--- config.mk ---
export PLATFORM = sky130hd
export DESIGN_NAME = wishbone_arbiter
export DESIGN_NICKNAME = d
export VERILOG_FILES = /design/src/rtl/wishbone_arbiter.sv
export SDC_FILE = /design/constraint.sdc
export NUM_CORES = 1
export LEC_CHECK = 0
export CORE_AREA = 8 8 117 119
export DETAILED_ROUTE_END_ITERATION = 8
export DIE_AREA = 0 0 125 127
export PLACE_DENSITY = 0.72
export SYNTH_ARGS = -nofsm -noshare
export SYNTH_HDL_FRONTEND = slang
export SYNTH_SLANG_ARGS = --single-unit
--- constraint.sdc ---
create_clock -name i_CLK -period 3.55 [get_ports i_CLK]
set_input_delay 0.71 -clock i_CLK [delete_from_list [all_inputs] [get_ports i_CLK]]
set_output_delay 0.71 -clock i_CLK [all_outputs]
set_load 0.01 [all_outputs]
--- src/rtl/wishbone_arbiter.sv ---
`default_nettype none
// ============================================================================
//  Module   : wishbone_arbiter
//  Purpose  : Two-master (instruction fetch / LSU) to one-slave Wishbone
//             arbiter with round-robin tie-break, one idle turnaround cycle
//             between tenures and an optional no-ACK timeout abort.
//  Revision : 1.0 - initial release
// ============================================================================
module wishbone_arbiter #(
  parameter int DATA_WIDTH = 32,
  parameter int ADDR_WIDTH = 32,
  parameter int TIMEOUT    = 255
) (
  input  logic                  i_CLK,
  input  logic                  i_RST,
  // master 0: instruction fetch
  input  logic                  i_M0_CYC,
  input  logic                  i_M0_STB,
  input  logic                  i_M0_WE,
  input  logic [3:0]            i_M0_SEL,
  input  logic [ADDR_WIDTH-1:0] i_M0_ADDR,
  input  logic [DATA_WIDTH-1:0] i_M0_DATA,
  output logic [DATA_WIDTH-1:0] o_M0_DATA,
  output logic                  o_M0_ACK,
  output logic                  o_M0_ERR,
  // master 1: load/store unit
  input  logic                  i_M1_CYC,
  input  logic                  i_M1_STB,
  input  logic                  i_M1_WE,
  input  logic [3:0]            i_M1_SEL,
  input  logic [ADDR_WIDTH-1:0] i_M1_ADDR,
  input  logic [DATA_WIDTH-1:0] i_M1_DATA,
  output logic [DATA_WIDTH-1:0] o_M1_DATA,
  output logic                  o_M1_ACK,
  output logic                  o_M1_ERR,
  // shared slave port
  output logic                  o_S_CYC,
  output logic                  o_S_STB,
  output logic                  o_S_WE,
  output logic [3:0]            o_S_SEL,
  output logic [ADDR_WIDTH-1:0] o_S_ADDR,
  output logic [DATA_WIDTH-1:0] o_S_DATA,
  input  logic [DATA_WIDTH-1:0] i_S_DATA,
  input  logic                  i_S_ACK,
  // current owner, one-hot
  output logic [1:0]            o_GNT
);

  localparam logic [1:0] IDLE = 2'd0;
  localparam logic [1:0] GNT0 = 2'd1;
  localparam logic [1:0] GNT1 = 2'd2;

  // Timeout fires when the wait counter has already seen TIMEOUT-1 stalled
  // strobe cycles, i.e. in the TIMEOUT-th stalled cycle.
  localparam bit         TIMEOUT_EN   = (TIMEOUT > 0);
  localparam logic [15:0] TIMEOUT_LAST = TIMEOUT_EN ? 16'(TIMEOUT - 1) : 16'd0;

  logic [1:0]  state;
  logic [1:0]  next_state;
  logic        last;          // most recent owner: 0 = M0, 1 = M1
  logic [15:0] wait_count;
  logic        own_cyc;
  logic        own_stb;
  logic        timeout_hit;

  // Owner's bus qualifiers and the abort condition (ACK always wins)
  always_comb begin
    own_cyc = 1'b0;
    own_stb = 1'b0;
    if (state == GNT0) begin
      own_cyc = i_M0_CYC;
      own_stb = i_M0_STB;
    end else if (state == GNT1) begin
      own_cyc = i_M1_CYC;
      own_stb = i_M1_STB;
    end
    timeout_hit = TIMEOUT_EN && own_cyc && own_stb && !i_S_ACK &&
                  (wait_count == TIMEOUT_LAST);
  end

  // State register, last-owner tracking and stalled-strobe counter
  always_ff @(posedge i_CLK or posedge i_RST) begin
    if (i_RST) begin
      state      <= IDLE;
      last       <= 1'b1;
      wait_count <= 16'd0;
    end else begin
      state <= next_state;
      if (state == IDLE && next_state == GNT0) begin
        last <= 1'b0;
      end else if (state == IDLE && next_state == GNT1) begin
        last <= 1'b1;
      end
      if (state == IDLE || i_S_ACK) begin
        wait_count <= 16'd0;
      end else if (o_S_STB && wait_count != 16'hFFFF) begin
        wait_count <= wait_count + 16'd1;
      end
    end
  end

  // Next-state: round-robin from IDLE, hold while owner keeps CYC
  always_comb begin
    next_state = state;
    case (state)
      IDLE: begin
        if (i_M0_CYC && i_M1_CYC) begin
          next_state = last ? GNT0 : GNT1;
        end else if (i_M0_CYC) begin
          next_state = GNT0;
        end else if (i_M1_CYC) begin
          next_state = GNT1;
        end
      end
      GNT0: begin
        if (!i_M0_CYC || timeout_hit) next_state = IDLE;
      end
      GNT1: begin
        if (!i_M1_CYC || timeout_hit) next_state = IDLE;
      end
      default: next_state = IDLE;
    endcase
  end

  // Outputs: route owner onto slave bus, steer ACK/ERR back to owner only
  always_comb begin
    o_S_CYC  = 1'b0;
    o_S_STB  = 1'b0;
    o_S_WE   = 1'b0;
    o_S_SEL  = 4'd0;
    o_S_ADDR = '0;
    o_S_DATA = '0;
    o_M0_ACK = 1'b0;
    o_M1_ACK = 1'b0;
    o_M0_ERR = 1'b0;
    o_M1_ERR = 1'b0;
    o_GNT    = {state == GNT1, state == GNT0};
    case (state)
      GNT0: begin
        o_S_CYC  = i_M0_CYC;
        o_S_STB  = i_M0_STB;
        o_S_WE   = i_M0_WE;
        o_S_SEL  = i_M0_SEL;
        o_S_ADDR = i_M0_ADDR;
        o_S_DATA = i_M0_DATA;
        o_M0_ACK = i_S_ACK;
        o_M0_ERR = timeout_hit;
      end
      GNT1: begin
        o_S_CYC  = i_M1_CYC;
        o_S_STB  = i_M1_STB;
        o_S_WE   = i_M1_WE;
        o_S_SEL  = i_M1_SEL;
        o_S_ADDR = i_M1_ADDR;
        o_S_DATA = i_M1_DATA;
        o_M1_ACK = i_S_ACK;
        o_M1_ERR = timeout_hit;
      end
      default: ;
    endcase
    if (timeout_hit) begin
      o_S_CYC = 1'b0;
      o_S_STB = 1'b0;
    end
  end

  // Read data is broadcast; only the ACK tells a master it is meant for it
  assign o_M0_DATA = i_S_DATA;
  assign o_M1_DATA = i_S_DATA;

endmodule
`default_nettype wire

==> results.md <==
* Minimum clock period at 3.48 ns
* Synth cell types at 52
* CTS tree: built
* VDD IR max at between 300 and 400 uV
* Antenna violations before repair at 0
* Avg Inst Size Synth at roughly 7.7 um^2
* 1st-iter DRT viols at 143
* P_sw at 1.20 mW
* Setup Fix Bufs, Post-CTS at 0
* Worst setup path class: in -> out
* Post-DP Area at 4740 um^2
* Power Internal at roughly 1.6 mW
* Core area at 11800 um^2
* Total CTS buffers at 3
* Gpl congestion at slightly above 0.8
* Reg2reg setup slack at approximately 1.1 ns
* Via Count at 3239
* Dpl ws at ~0.0027 ns
* TritonRoute pass-1 iters at 4
* Total Power at about 2.8 mW
* Syn nets at 549
* RSZ-0062 raised after global routing: false
* Overall die height at ~130 um
* Clock-pin slew on the worst setup and hold paths at around 0.050 ns
* Seq pwr share at 0.097
* CP startpoint: i_M1_CYC
* Area grow syn2layout at 71.9%
* Worst r2r src: state[0]
* First-pass GRT wire length at about 21 mm
* Most frequent cells in the layout: clkdlybuf4s50_1, nor2b_1, a22oi_1
* Final Core Density at 0.410
* Commonest non-fill, non-tap cell in the layout: clkdlybuf4s50_1
* Startpoint types: input port
* Die area at 15900 um^2
* Syn Inst Count at about 370
* CP Max Fanout at 4
* GRT Residual Overflow at 0
* Num rows at 40
* Max_cap viols at 0
* Setup TNS at 0 ns
* Hold Path Depth at 2
* Worst EP arrival at approximately 2.8 ns
* Achievable frequency at 288 MHz
* # IOs at 318
* Layout fillers at 1181
* Part of the Yosys area used for sequential elements at 0.169
* Sw Share at 0.433
* Clock tree root buffer cell: clkbuf_16
* YS warnings at 0
* Crit Reg-Reg Endpoint: wait_count[2]
* Leakage at 1.67 nW
* Initial Util at 0.239
* Critical path required time at 2.84 ns
* Final Hold Viols at 0
* Vias per cell at 4.89
* DP HPWL at 12.1 mm
* Hold Crit Class: reg -> reg
* Die width at ~130 um
* Final period util at 0.980
* Post-synth EDFFs at 0
* Slew @ Worst Pin at approximately 0.75 ns
* Setup crit end kind: primary output
* Vias in the first global route at 3439
* Routed WL at 14.1 mm
* Clock share of power at 0.085
* DRC viols at 0
* Worst-Skew Late Latency at approximately 0.25 ns
* ANT nets after route at 0
* Pwr/cell area at 571 nW/um^2
* Ys flop type: dfrtp_1
* Synth Register Bits at 19
* # H-tree levels at 1
* Largest net degree at the start of global routing at 46
* Max_slew headroom at 0.503
* HP Start: last
* GRT Total Usage at 0.165
* Post-route cell area at 4840 um^2
* Routed wire per std cell at 21.3 um
* Final setup margin at 0.0724 ns
* Ys async rst share at 1.00
* Buffers on Ports at 221
* Mapped cell area at approximately 2800 um^2
* Status: complete, no violations
* Clock Skew at 0.00537 ns
* Sink Count at 19
* Worst Hold Path EP: last
* Share of cells above drive strength 1 at 0.0698
* Final setup violation count at 0
* ANT cells at 0
* Max Slew Vio Count at 0
* CTS Buffer Depth at 2
* Reg2reg path depth at 11
* Nets at 700
* Combinational fraction of design power at 0.818
==> final cells by class <==
cell class	count	area [um^2]	share of cell area
multi-input cells	248	1750	0.361
well taps	147	184	0.0380
repair buffers	234	2310	0.477
flip-flops and latches	19	478	0.0987
inverters	11	41.3	0.00852
clock buffers	4	78.8	0.0163
==> routing by layer <==
| metal | vias up | wire [um] | GRT usage | share of wire |
|---|---|---|---|---|
| met5 | - | 0 | 0 | 0 |
| met4 | 0 | 76 | 0.0193 | 0.0054 |
| met3 | 13 | 2210 | 0.111 | 0.16 |
| met2 | 198 | 6790 | 0.284 | 0.48 |
| met1 | 1495 | 5080 | 0.166 | 0.36 |
| li1 | 1533 | - | - | - |
==> cells by family (layout without fill, tap and decap cells) <==
| kind of cell | count (synthesis) | count (layout) | share of synthesized area |
|---|---|---|---|
| and+or+nand+nor | 136 | 136 | 0.291 |
| adders and majority gates | 6 | 6 | 0.0266 |
| xor gates and xnor gates | 8 | 8 | 0.0249 |
| buffers and inverters | 99 | 249 | 0.218 |
| DFF | 19 | 19 | 0.169 |
| muxes | 1 | 1 | 0.00355 |
| AOI/OAI and AO/OA | 97 | 97 | 0.266 |
==> state kept, by name, summed over array words and instances, names as in the netlist <==
signal,flops
last,1
state,2
wait_count,16
==> cells in the mapped netlist (2+ instances only) <==
master / number / area, um^2
nor2b_1: 71 / 444
a22oi_1: 70 / 526
buf_4: 65 / 488
clkbuf_1: 23 / 86.3
dfrtp_1: 18 / 450
nor2_1: 17 / 63.8
inv_1: 10 / 37.5
nand2_1: 10 / 37.5
ha_1: 6 / 75.1
nand3_1: 6 / 30.0
a21oi_1: 5 / 25.0
and2_1: 4 / 25.0
or3_1: 4 / 25.0
xnor2_1: 4 / 35.0
xor2_1: 4 / 35.0
o21ai_0: 3 / 15.0
or4_1: 3 / 22.5
a211oi_2: 2 / 25.0
and3_1: 2 / 12.5
nand2b_1: 2 / 12.5
nand4_1: 2 / 12.5
nor3_1: 2 / 10.0
o211ai_1: 2 / 15.0
o311ai_0: 2 / 17.5
o41ai_1: 2 / 17.5
==> how the worst max path moves through the flow <==
| stage | endpoint |
|---|---|
| 6_report | o_S_CYC |
| 5_1_grt | o_S_CYC |
| 4_1_cts | o_S_CYC |
| 3_5_place_dp | o_S_CYC |
| 3_3_place_gp | o_S_CYC |
| 2_1_floorplan | o_S_CYC |
==> power groups by stage <==
stage	Sequential [mW]	Clock (mW)	Combinational, mW
finish	0.268	0.234	2.26
global route	0.272	0.248	2.46
CTS	0.266	0.238	2.28
detailed placement	0.270	0	2.26
global placement	0.267	0	2.24
floorplan	0.262	0	1.26
==> worst max-delay path, cell delays in order <==
cell and delay (ns):
clkdlybuf4s50_1 0.49, nand3b_1 0.08, a211o_1 0.32, or3_4 0.38
a21boi_4 0.15, and2_1 0.15, clkdlybuf4s50_1 0.49
==> through the flow <==
step,hold WS [ns],cells
CTS,0.490,663
detailed placement,0.482,659
finish,0.491,663
floorplan,0.456,366
global placement,0.476,659
global route,0.530,663
==> what timing repair did <==
item | 4_1_cts | 5_1_grt
resized for setup | 0 | 4
endpoints found under the setup margin | 0 | 13
hold buffers | 0 | 0
(Power assumes the default switching activity.)
